`config.mk`:
```
export PLATFORM = sky130hd
export DESIGN_NAME = div
export DESIGN_NICKNAME = d
export VERILOG_FILES = /design/src/rtl/div.sv
export SDC_FILE = /design/constraint.sdc
export NUM_CORES = 1
export LEC_CHECK = 0
export BUFFER_PORTS_ARGS = -buffer_cell sky130_fd_sc_hd__buf_2
export CORE_ASPECT_RATIO = 0.7
export CORE_UTILIZATION = 55
export DETAILED_ROUTE_END_ITERATION = 6
export GPL_ROUTABILITY_DRIVEN = 0
export GPL_TIMING_DRIVEN = 0
export PLACE_DENSITY = 0.76
export SYNTH_ARGS = -nofsm -noshare
export SYNTH_HDL_FRONTEND = slang
export SYNTH_SLANG_ARGS = --single-unit
```
`constraint.sdc`:
```
create_clock -name clk -period 4.6 [get_ports clk]
set_clock_uncertainty 0.05 [all_clocks]
set_input_delay 0.46 -clock clk [delete_from_list [all_inputs] [get_ports clk]]
set_output_delay 0.46 -clock clk [all_outputs]
set_load 0.01 [all_outputs]
```
`src/rtl/div.sv`:
```
// -----------------------------------------------------------------------------
// div -- multi-cycle 32-bit integer divider (EX-stage divide responder)
//
// Restoring division, one quotient bit per clock, MSB first. Signed requests
// are divided on magnitudes and the signs are applied when the result is
// registered. The result is held, with ready_o, until EX drops start_i.
//
// Ports:
//   clk           rising-edge clock
//   rst           synchronous, active-high reset
//   signed_div_i  1 = signed (DIV), 0 = unsigned (DIVU)
//   opdata1_i     dividend
//   opdata2_i     divisor
//   start_i       request, held high by EX until ready_o is seen
//   annul_i       cancel any in-flight divide (pipeline flush)
//   result_o      {remainder[63:32], quotient[31:0]}  (HI, LO)
//   ready_o       result valid
// -----------------------------------------------------------------------------
module div (
  input  logic        clk,
  input  logic        rst,
  input  logic        signed_div_i,
  input  logic [31:0] opdata1_i,
  input  logic [31:0] opdata2_i,
  input  logic        start_i,
  input  logic        annul_i,
  output logic [63:0] result_o,
  output logic        ready_o
);

  typedef enum logic [1:0] {
    S_FREE   = 2'd0,
    S_BYZERO = 2'd1,
    S_ON     = 2'd2,
    S_END    = 2'd3
  } state_t;

  state_t      r_state;
  state_t      w_state_nxt;

  logic [5:0]  r_cnt;
  logic [31:0] r_dvd;     // dividend magnitude, shifted out MSB first
  logic [31:0] r_dvs;     // divisor magnitude
  logic [31:0] r_rem;     // partial remainder (always < divisor)
  logic [31:0] r_quo;     // quotient bits shifted in LSB side
  logic        r_neg_q;
  logic        r_neg_r;
  logic [63:0] r_result;
  logic        r_ready;

  logic        w_accept;
  logic        w_abort;
  logic [32:0] w_trial;
  logic        w_ge;
  logic [31:0] w_diff;
  logic [31:0] w_abs1;
  logic [31:0] w_abs2;

  function automatic logic [31:0] cond_neg(input logic neg, input logic [31:0] v);
    return neg ? (32'd0 - v) : v;
  endfunction

  assign w_accept = start_i && !annul_i;
  // Losing start or seeing annul both mean EX no longer wants this result.
  assign w_abort  = annul_i || !start_i;

  assign w_abs1 = cond_neg(signed_div_i && opdata1_i[31], opdata1_i);
  assign w_abs2 = cond_neg(signed_div_i && opdata2_i[31], opdata2_i);

  // Trial subtraction is done on 33 bits; when it succeeds the difference is
  // smaller than the divisor, so the low 32 bits are the whole remainder.
  assign w_trial = {r_rem, r_dvd[31]};
  assign w_ge    = (w_trial >= {1'b0, r_dvs});
  assign w_diff  = w_trial[31:0] - r_dvs;

  always_ff @(posedge clk) begin
    if (rst) begin
      r_state <= S_FREE;
    end else begin
      r_state <= w_state_nxt;
    end
  end

  always_comb begin
    w_state_nxt = r_state;
    case (r_state)
      S_FREE: begin
        if (w_accept) begin
          w_state_nxt = (opdata2_i == 32'd0) ? S_BYZERO : S_ON;
        end
      end
      S_BYZERO: w_state_nxt = S_END;
      S_ON: begin
        if (w_abort) begin
          w_state_nxt = S_FREE;
        end else if (r_cnt == 6'd32) begin
          w_state_nxt = S_END;
        end
      end
      S_END: begin
        if (w_abort) begin
          w_state_nxt = S_FREE;
        end
      end
      default: w_state_nxt = S_FREE;
    endcase
  end

  always_ff @(posedge clk) begin
    if (rst) begin
      r_cnt    <= '0;
      r_dvd    <= '0;
      r_dvs    <= '0;
      r_rem    <= '0;
      r_quo    <= '0;
      r_neg_q  <= 1'b0;
      r_neg_r  <= 1'b0;
      r_result <= '0;
      r_ready  <= 1'b0;
    end else begin
      case (r_state)
        // operand capture
        S_FREE: begin
          r_result <= '0;
          r_ready  <= 1'b0;
          if (w_accept) begin
            r_cnt   <= '0;
            r_dvd   <= w_abs1;
            r_dvs   <= w_abs2;
            r_rem   <= '0;
            r_quo   <= '0;
            r_neg_q <= signed_div_i && (opdata1_i[31] ^ opdata2_i[31]);
            r_neg_r <= signed_div_i && opdata1_i[31];
          end
        end
        S_BYZERO: begin
          r_result <= '0;
          r_ready  <= 1'b1;
        end
        // iteration, then sign fix into the result register
        S_ON: begin
          if (w_abort) begin
            r_result <= '0;
            r_ready  <= 1'b0;
          end else if (r_cnt != 6'd32) begin
            r_rem <= w_ge ? w_diff : w_trial[31:0];
            r_quo <= {r_quo[30:0], w_ge};
            r_dvd <= {r_dvd[30:0], 1'b0};
            r_cnt <= r_cnt + 6'd1;
          end else begin
            r_result <= {cond_neg(r_neg_r, r_rem), cond_neg(r_neg_q, r_quo)};
            r_ready  <= 1'b1;
          end
        end
        // result hold
        S_END: begin
          if (w_abort) begin
            r_result <= '0;
            r_ready  <= 1'b0;
          end
        end
        default: begin
          r_result <= '0;
          r_ready  <= 1'b0;
        end
      endcase
    end
  end

  assign result_o = r_result;
  assign ready_o  = r_ready;

endmodule

```
==> flow_metrics.env <==
export IMPL_post_cts_buffers=0
export IMPL_required_ns=4.92
export IMPL_min_period_over_period=0.793
export IMPL_p_seq_frac=0.369
export IMPL_intPower_mw=3.54
export IMPL_crit_slowest_cell="dfxtp_1"
export IMPL_clkTransAtPathRegs_ns=0.07
export IMPL_finalSetupTns_ns=0
export IMPL_die_w_um=176
export IMPL_p_clk_frac=0.346
export IMPL_wl_um=32500
export IMPL_yosysWarnings=0
export IMPL_rsz0062_at_grt="false"
export IMPL_port_buffers=133
export IMPL_die_area_um2=21800
export IMPL_cp_endpoint="r_rem[25]"
export IMPL_r2r_end="r_rem[25]"
export IMPL_seq_area_frac_synth=0.349
export IMPL_avgSynthCellArea_um2=7.99
export IMPL_num_vias=11300
export IMPL_crit_top_cell="o21ai_0"
export IMPL_hpwl_um=24800
export IMPL_synth_ff_type="dfxtp_1"
export IMPL_crit_type="flop to flop"
export IMPL_worst_r2r_path_depth=9
export IMPL_setup_viol_count_final=0
export IMPL_status="complete, but fails checks"
export IMPL_cts_tree="yes"
export IMPL_violations="DRC"
export IMPL_root_buffer="clkbuf_16"
export IMPL_drcViolationCount=5
export IMPL_cts_resized=0
export IMPL_clk_latency_ns=0.51
export IMPL_fillers=1837
export IMPL_dr_pass1_iters=7
export IMPL_postRouteAntennaNets=0
export IMPL_setup_ws_ns=0.951
export IMPL_fin_crit_ns=3.65
export IMPL_cts_buffers=21
export IMPL_overflow=0
export IMPL_synth_edf_count=0
export IMPL_synth_area_leaders="dfxtp_1 (35%), xnor2_1 (7.0%), a21oi_1 (5.6%)"
export IMPL_netlist_instances=1456
export IMPL_nets=1724
export IMPL_combPwrFrac=0.285
export IMPL_ys_ff_latch=203
export IMPL_cts_sinks=203
export IMPL_grt_first_pass_wirelength_um=51000
export IMPL_viasPerCell=5.92
export IMPL_grt_pass1_vias=9682
export IMPL_fp_dieH_um=124
export IMPL_switchingPower_mw=1.74
export IMPL_syn_nets=1568
export IMPL_worst_hold_path_type="input port to flop"
export IMPL_max_cap_viol_count=0
export IMPL_synth_top_area_share=0.349
export IMPL_reg2reg_slack_ns=0.95
export IMPL_critPathLaunch="r_rem[29]"
export IMPL_row_count=44
export IMPL_worstPathArrival_ns=3.97
export IMPL_final_layout_size_suffix_gt1_frac=0.114
export IMPL_ys_types=56
export IMPL_tightest_slew_ns=0.986
export IMPL_start_util=0.561
export IMPL_leakage_nw=5.54
export IMPL_synthesis_area_um2=11600
export IMPL_endpoint_kind="flop"
export IMPL_critPathLaunchType="flop"
export IMPL_grtUsageTotal=0.294
export IMPL_grt_antenna_before_repair=0
export IMPL_slowest_delay_ns=0.61
export IMPL_async_flop_share=0
export IMPL_timing_slew_headroom=0.340
export IMPL_cts_htree_levels=1
export IMPL_syn_to_final_growth_pct=15.0
export IMPL_slew_viol_final=0
export IMPL_fmax_ghz=0.274
export IMPL_post_drt_wl_per_cell_um=17.1
export IMPL_core_area_um2=20800
export IMPL_power_mw=5.28
export IMPL_cellPowerDensity_nw_per_um2=394
export IMPL_first_iter_violations=1150
export IMPL_timing_rr_start="r_rem[29]"
export IMPL_grt_max_degree=16
export IMPL_pin_count=134
export IMPL_preCtsSetupSlack_ns=1.11
export IMPL_final_common_cell="dfxtp_1"
export IMPL_ctsHoldBuffers=0
export IMPL_final_cell_mix="dfxtp_1 (203), nand2_1 (152), nor2_1 (141)"
export IMPL_path_cells="ha_1 -> a21o_1 -> a211o_1 -> a41oi_1 -> o21ai_0 -> nor2_1 -> clkbuf_1 -> mux2i_1 -> o21ai_0"
export IMPL_diodes=0
export IMPL_cts_buffer_depth=3
export IMPL_critPathMaxFanout=10
export IMPL_switching_share=0.329
export IMPL_yosys_area_top_type="dfxtp_1"
export IMPL_final_hold_viol_count=0
export IMPL_ir_drop_uv=253
==> registers in the layout, summed over array words and instances, names as in the netlist <==
signal / cells
r_cnt: 6
r_dvd: 32
r_dvs: 32
r_neg_q: 1
r_neg_r: 1
r_quo: 32
r_rem: 32
r_state: 2
ready_o: 1
result_o: 64
==> area by class of cell <==
type                    instances  area (um2)  area share
clock buffers                  24         557      0.0416
flip-flops and latches        203        4060       0.304
repair buffers                133         666      0.0497
inverters                      54         203      0.0151
plain buffers                  89         338      0.0252
clock inverters                13         176      0.0132
well taps                     276         345      0.0258
multi-input cells            1110        7030       0.526
==> kinds of logic after synthesis <==
group	synth area share
xor+xnor	0.108
simple gates	0.186
flops	0.349
buf+inv	0.0464
mux	0.0245
compound gates	0.239
fa+ha+maj	0.0469
==> power by group through the flow <==
stage	sequential (mW)	combinational [mW]	clock, mW
floorplan	1.96	1.11	0
CTS	1.95	1.47	1.84
finish	1.95	1.50	1.82
global placement	1.98	1.44	0
detailed placement	1.98	1.46	0
global route	1.96	1.65	1.92
==> Yosys cell counts (3+ instances only) <==
cell      number
buf_1         10
o31ai_1       21
inv_1         54
a21o_1        13
nand4_1        9
o22ai_1        8
o21a_1         6
a222oi_1       4
a22o_1        24
and3_1         7
a311oi_1       5
nand2_1      152
o21ai_0       73
mux2_2         4
a221oi_1       8
a21oi_1      130
clkbuf_1      76
or3_1         18
a22oi_1       59
a211oi_1      29
nor3_1        26
a32oi_1        8
buf_2          3
or2_2          4
mux2i_1       24
nand2b_1      12
a21boi_0       3
ha_1          42
and2_1        10
nor4_1        15
nor2b_1        7
o41ai_1       12
o21bai_1       3
nand3_1       45
nor2_1       141
xor2_1        50
o211ai_1       4
a31oi_1        6
nor3b_1        3
xnor2_1       93
or4_1          8
dfxtp_1      203
nand3b_1       5
o31a_1         4
==> per-layer routing <==
metal	share of wire	track usage	vias up
met5	0	0	-
met4	0.018	0.0663	0
met3	0.11	0.0525	47
met2	0.38	0.401	515
met1	0.49	0.465	5164
li1	-	-	5535
==> worst min-delay path by stage <==
stage / start / end / slack (ns) / cells past startpoint
after floorplan: r_dvd[5] / r_dvd[6] / 0.38 / 2
after global placement: r_dvs[31] / r_dvs[31] / 0.39 / 2
final: opdata1_i[0] / r_dvd[0] / 0.20 / 3
after global routing: opdata1_i[0] / r_dvd[0] / 0.18 / 3
after CTS: opdata1_i[0] / r_dvd[0] / 0.18 / 3
after detailed placement: r_dvs[15] / r_dvs[15] / 0.40 / 2
==> per-stage QoR <==
step	hold WS [ns]	instance area, um2	std cells	utilization
finish	0.197	13400	1902	0.645
floorplan	0.382	11600	1456	-
global route	0.184	13400	1902	0.645
CTS	0.180	13400	1902	0.645
global placement	0.391	12600	1865	0.609
detailed placement	0.402	12600	1865	0.609
==> worst max-delay path, delay by kind of cell (launching register included) <==
kind            cells  cell delay (ns)
compound gates      5             1.21
flops               1             0.61
simple gates        1             0.51
buf+inv             1             0.44
fa+ha+maj           1             0.42
mux                 1             0.27
No activity file was read; power rests on OpenSTA's default activity.
